===== src/rtl/reg_file_pkg.sv =====
`default_nettype none
// ============================================================================
//  Module      : reg_file_pkg
//  Description : Shared CPU definitions for the register file and the flags
//                register: default widths, the packed flags type and the bit
//                positions of each flag inside the 4-bit flags word (used by
//                branch decode).
//  Revision    : 1.0 - initial release
// ============================================================================
package reg_file_pkg;

    localparam int C_DEF_DATA_W   = 8;
    localparam int C_DEF_NUM_REGS = 8;

    // Flag bit positions inside the {Z, N, V, C} word, MSB first.
    localparam int C_FLAG_Z_IDX = 3;
    localparam int C_FLAG_N_IDX = 2;
    localparam int C_FLAG_V_IDX = 1;
    localparam int C_FLAG_C_IDX = 0;

    // Field order matches the flags port: z is the MSB, c the LSB.
    typedef struct packed {
        logic z;
        logic n;
        logic v;
        logic c;
    } flags_t;

endpackage
`default_nettype wire


===== src/rtl/reg_file_flags_reg.sv =====
`default_nettype none
// ============================================================================
//  Module      : flags_reg
//  Description : Status-flag register. Latches zero, negative, signed
//                overflow and carry from the ALU result when i_flags_en is
//                high; holds otherwise.
//  Ports       : clk, rst_n       - clock, asynchronous active-low reset
//                i_flags_en       - flag-update strobe
//                i_result         - ALU result (Z/N derived from it)
//                i_carry          - ALU carry flag
//                i_overflow       - ALU signed-overflow flag
//                o_flags          - registered {z, n, v, c}
//  Revision    : 1.0 - initial release
// ============================================================================
module flags_reg
    import reg_file_pkg::*;
#(
    parameter int DATA_W = C_DEF_DATA_W
) (
    input  logic              clk,
    input  logic              rst_n,
    input  logic              i_flags_en,
    input  logic [DATA_W-1:0] i_result,
    input  logic              i_carry,
    input  logic              i_overflow,
    output flags_t            o_flags
);

    flags_t w_next;
    flags_t r_flags;

    // Z/N come from the result regardless of whether it is written back,
    // so compare-style ops and writes to R0 still set them.
    always_comb begin
        w_next   = '0;
        w_next.z = (i_result == '0);
        w_next.n = i_result[DATA_W-1];
        w_next.v = i_overflow;
        w_next.c = i_carry;
    end

    always_ff @(posedge clk or negedge rst_n) begin
        if (!rst_n) begin
            r_flags <= '0;
        end else if (i_flags_en) begin
            r_flags <= w_next;
        end
    end

    assign o_flags = r_flags;

endmodule
`default_nettype wire


===== src/rtl/reg_file.sv =====
`default_nettype none
// ============================================================================
//  Module      : reg_file
//  Description : ALU register file with two combinational read ports, one
//                synchronous write port, optional same-cycle write-to-read
//                forwarding and a {Z, N, V, C} flags register. R0 reads as
//                zero and ignores writes. NUM_REGS must be a power of two
//                and at least 2 so every address maps to a register.
//  Ports       : clk, rst_n             - clock, asynchronous active-low reset
//                rd_addr_a / rd_data_a  - read port A (ALU op_a)
//                rd_addr_b / rd_data_b  - read port B (ALU op_b)
//                wr_en, wr_addr, wr_data - write port (ALU result)
//                flags_en               - flag-update strobe
//                carry_in, overflow_in  - ALU carry / signed overflow
//                flags                  - registered {Z, N, V, C}
//  Revision    : 1.0 - initial release
// ============================================================================
module reg_file
    import reg_file_pkg::*;
#(
    parameter  int DATA_W   = C_DEF_DATA_W,
    parameter  int NUM_REGS = C_DEF_NUM_REGS,
    parameter  int BYPASS   = 1,
    localparam int ADDR_W   = $clog2(NUM_REGS)
) (
    input  logic              clk,
    input  logic              rst_n,
    input  logic [ADDR_W-1:0] rd_addr_a,
    output logic [DATA_W-1:0] rd_data_a,
    input  logic [ADDR_W-1:0] rd_addr_b,
    output logic [DATA_W-1:0] rd_data_b,
    input  logic              wr_en,
    input  logic [ADDR_W-1:0] wr_addr,
    input  logic [DATA_W-1:0] wr_data,
    input  logic              flags_en,
    input  logic              carry_in,
    input  logic              overflow_in,
    output logic [3:0]        flags
);

    logic [DATA_W-1:0] w_regs [NUM_REGS];
    logic              w_wr_ok;
    flags_t            w_flags;

    // A write to R0 is not a write at all: it neither updates storage nor
    // acts as a forwarding source.
    assign w_wr_ok = wr_en && (wr_addr != '0);

    // ------------------------------------------------------------------
    // Storage: entry 0 is a constant, entries 1..NUM_REGS-1 are flops.
    // ------------------------------------------------------------------
    generate
        for (genvar gi = 0; gi < NUM_REGS; gi++) begin : g_row
            if (gi == 0) begin : g_zero
                assign w_regs[gi] = '0;
            end else begin : g_flop
                logic [DATA_W-1:0] r_q;

                always_ff @(posedge clk or negedge rst_n) begin
                    if (!rst_n) begin
                        r_q <= '0;
                    end else if (w_wr_ok && (wr_addr == ADDR_W'(gi))) begin
                        r_q <= wr_data;
                    end
                end

                assign w_regs[gi] = r_q;
            end
        end
    endgenerate

    // ------------------------------------------------------------------
    // Read ports, with optional forwarding of the in-flight write data.
    // ------------------------------------------------------------------
    generate
        if (BYPASS != 0) begin : g_bypass
            assign rd_data_a = (w_wr_ok && (rd_addr_a == wr_addr)) ? wr_data
                                                                    : w_regs[rd_addr_a];
            assign rd_data_b = (w_wr_ok && (rd_addr_b == wr_addr)) ? wr_data
                                                                    : w_regs[rd_addr_b];
        end else begin : g_no_bypass
            assign rd_data_a = w_regs[rd_addr_a];
            assign rd_data_b = w_regs[rd_addr_b];
        end
    endgenerate

    // ------------------------------------------------------------------
    // Flags
    // ------------------------------------------------------------------
    flags_reg #(
        .DATA_W (DATA_W)
    ) u_flags (
        .clk        (clk),
        .rst_n      (rst_n),
        .i_flags_en (flags_en),
        .i_result   (wr_data),
        .i_carry    (carry_in),
        .i_overflow (overflow_in),
        .o_flags    (w_flags)
    );

    assign flags = w_flags;

endmodule
`default_nettype wire


===== config.mk =====
export PLATFORM = sky130hd
export DESIGN_NAME = reg_file
export DESIGN_NICKNAME = d
export VERILOG_FILES = /design/src/rtl/reg_file_pkg.sv /design/src/rtl/reg_file_flags_reg.sv /design/src/rtl/reg_file.sv
export SDC_FILE = /design/constraint.sdc
export NUM_CORES = 1
export LEC_CHECK = 0
export ABC_CLOCK_PERIOD_IN_PS = 2400
export CAP_MARGIN = 10
export CORE_ASPECT_RATIO = 0.6
export CORE_MARGIN = 8
export CORE_UTILIZATION = 50
export CTS_BUF_LIST = sky130_fd_sc_hd__clkbuf_8
export CTS_CLUSTER_DIAMETER = 40
export DETAILED_ROUTE_END_ITERATION = 6
export PLACE_DENSITY_LB_ADDON = 0.08
export SYNTH_ARGS = -nofsm -noshare
export SYNTH_HDL_FRONTEND = slang
export SYNTH_SLANG_ARGS = --single-unit

===== constraint.sdc =====
create_clock -name clk -period 2.4 [get_ports clk]
set_clock_uncertainty 0.15 [all_clocks]
set_input_delay 0.48 -clock clk [delete_from_list [all_inputs] [get_ports clk]]
set_output_delay 0.48 -clock clk [all_outputs]
set_load 0.02 [all_outputs]

==> metrics <==
Die Span X 125 microns; H-tree levels 3; DR WL/cell 22.3 microns; Synth cell types 31; Worst-path clk slew 0.07 ns; fin crit share 99.0%; post-route antenna net violation count 0; highest fanout seen on the critical path 8; Die Footprint 0.0102 sq mm; final setup fails 0; Detailed Place HPWL 6.97 mm; CP most frequent cell buf_6; layout cells sized above 1 64.7%; status finished clean; final net count 395; Worst Setup Path Type input port to output port; Internal 0.00261 W; drt first-iter violations 170; gr ovfl total 0; final WL 10.5 mm; Slew Limit Fails 0; largest net degree at the start of global routing 23; PortBufs 42; maxcap violations 0; final worst path period need 2.37 ns; P&R area growth vs syn 43.9%; Slew @ Worst Pin 0.462 ns; sequential share of power 37.9%; FMAX 421 MHz; total number of vias 2806; DRT Pass-1 Iters 4; synthesized netlist cell count 290; post-synth top area share 42.0%; FF+latch count, synth 60; CP required 1.77 ns; switching portion of total power 29.1%; io pins 43; Post-Route Utilization 72.6%; count of clock tree sinks 60; GRT Total Usage 21.4%; sequential share of the synthesized area 42.0%; GPL Wtd Cong 0.847; most area-consuming cells after synthesis dfrtp_1 (42%), mux2_2 (29%), mux2i_1 (4.5%); Post-Syn Area 0.00358 sq mm; worst rel slew slack 69.2%; number of placement rows 24; drt drc 0; Combinational Power Share 31.2%; Fin Hold WS 0.357 ns; Worst EP arrival 1.74 ns; endpoint class of the critical path output port; vias in the first global route 2917; Starting Density 50.5%; synth warn 0; share of total power in the clock network 30.9%; Max Buffers Root-to-Sink 2; initial antenna violation count 0; HP Class register to register; CTS tree built; critical path's slowest cell nor4_4; P_sw 0.00107 W; vias per cell 6.00; Core Region 0.00709 sq mm; worst skew pair latency 0.35 ns; Mapped Nets 313; first-pass GRT wire length 16.5 mm; synthesized area per cell 12.3 sq um; Diodes inserted 0; element type at the critical path start input port; commonest non-fill, non-tap cell in the layout mux2_2; commonest non-fill, non-tap cells in the layout mux2_2 (91), dfrtp_1 (60), buf_4 (50); worst-path cell chain buf_8 > buf_6 > xor2_4 > nor4_4 > buf_6 > buf_12 > nand2_1 > o21ai_1 > buf_4; Post-synth EDFFs 0; Root Buffer Master clkbuf_8; Critical Path Max Stage Delay 0.27 ns; CTS buffer count 9; pwr/cell area 716 mW/mm^2; Lkg Pwr 2.18 nW; Hold Vio Cnt, Final 0; maximum VDD drop 0.484 mV; Most used DFF post-synth dfrtp_1; asr flop ratio synth 100%; post-synth top area cell dfrtp_1; Die Ht 81.5 microns; RSZ-0062 raised after global routing yes
## cells by family (layout without fill, tap and decap cells)
family	after synthesis	in the layout	share of synthesized area, %
AO/OA/AOI/OAI	50	50	11.4
XOR/XNOR	6	6	1.68
buffers and inverters	32	119	5.60
flip-flops	60	60	42.0
multiplexers	107	107	33.1
AND/OR/NAND/NOR	35	35	6.19
## timing repair
action	CTS	global route
setup endpoints to repair	16	15
resized for setup	188	33
pin swaps	7	5
hold buffers	1	0
endpoints found under the hold margin	19	0
setup buffers	5	1
gates cloned	4	0
## worst max-delay path: cells and delay by family
family          cells  cell delay (ns)
compound gates      1             0.07
xor+xnor            1             0.15
buf+inv             5             0.71
simple gates        2             0.32
## synthesized netlist by cell type (2+ instances only)
cell      count
nor4_4        2
a221o_1       8
dfrtp_1      60
buf_2        12
nand2_1      18
o22ai_1       8
o21ai_1       5
nand4b_1      3
buf_1         3
a221oi_1     16
mux2_2       91
o21ai_2       3
nor4_1        2
nor2b_1       3
mux2i_1      16
buf_6         4
nor4bb_1      2
o31ai_1       8
buf_4         9
xor2_1        5
clkbuf_1      2
## stage by stage
step | setup TNS [ns] | power, W | worst slack, ns | std cells | cell area (sq um)
after floorplan | -0.0979 | 0.00200 | -0.0489 | 290 | 3580
after global placement | -13.21 | 0.00236 | -0.910 | 445 | 4440
after detailed placement | -13.39 | 0.00239 | -0.935 | 445 | 4440
after CTS | 0 | 0.00365 | 0.000617 | 469 | 5040
after global routing | -0.160 | 0.00384 | -0.0371 | 468 | 5140
final | 0 | 0.00369 | 0.0252 | 468 | 5140
## sequential cells by signal (all words and copies together) (netlist names)
name and cells:
u_flags.o_flags 4, g_row.g_flop.r_q 56
## power by group through the flow
stage          registers, W  clock network, W  logic (W)
2_1_floorplan       0.00135                 0   0.000645
3_3_place_gp        0.00139                 0   0.000972
3_5_place_dp        0.00140                 0   0.000990
4_1_cts             0.00138           0.00117    0.00109
5_1_grt             0.00142           0.00120    0.00122
6_report            0.00140           0.00114    0.00115
## final cells by class
| cell class | instances | area [sq um] |
|---|---|---|
| Inverter | 1 | 3.75 |
| Tap cell | 91 | 114 |
| Multi-Input combinational cell | 198 | 2220 |
| Sequential cell | 60 | 1500 |
| Clock inverter | 5 | 98.8 |
| Fill cell | 460 | 1940 |
| Clock buffer | 11 | 151 |
| Timing Repair Buffer | 102 | 1060 |
## final timing paths
| check | start | end | slack [ns] | cells past startpoint |
|---|---|---|---|---|
| max | wr_addr[2] | rd_data_b[2] | 0.03 | 9 |
| min | u_flags.o_flags[1] | u_flags.o_flags[1] | 0.36 | 1 |
| max reg2reg | g_row[2].g_flop.r_q[7] | g_row[2].g_flop.r_q[7] | 1.41 | 1 |
| min reg2reg | u_flags.o_flags[1] | u_flags.o_flags[1] | 0.36 | 1 |
| max in group asynchronous | rst_n | g_row[5].g_flop.r_q[2] | 0.95 | 3 |
| min in group asynchronous | rst_n | g_row[1].g_flop.r_q[6] | 0.46 | 2 |
## layer usage
| layer | vias up | wire length (microns) | GRT usage (%) |
|---|---|---|---|
| met5 | - | 0 | 0 |
| met4 | 0 | 123 | 8.08 |
| met3 | 14 | 542 | 5.31 |
| met2 | 70 | 4780 | 33.2 |
| met1 | 1445 | 5000 | 28.7 |
| li1 | 1277 | - | - |
Note: power is estimated with default switching activity, not from simulation.
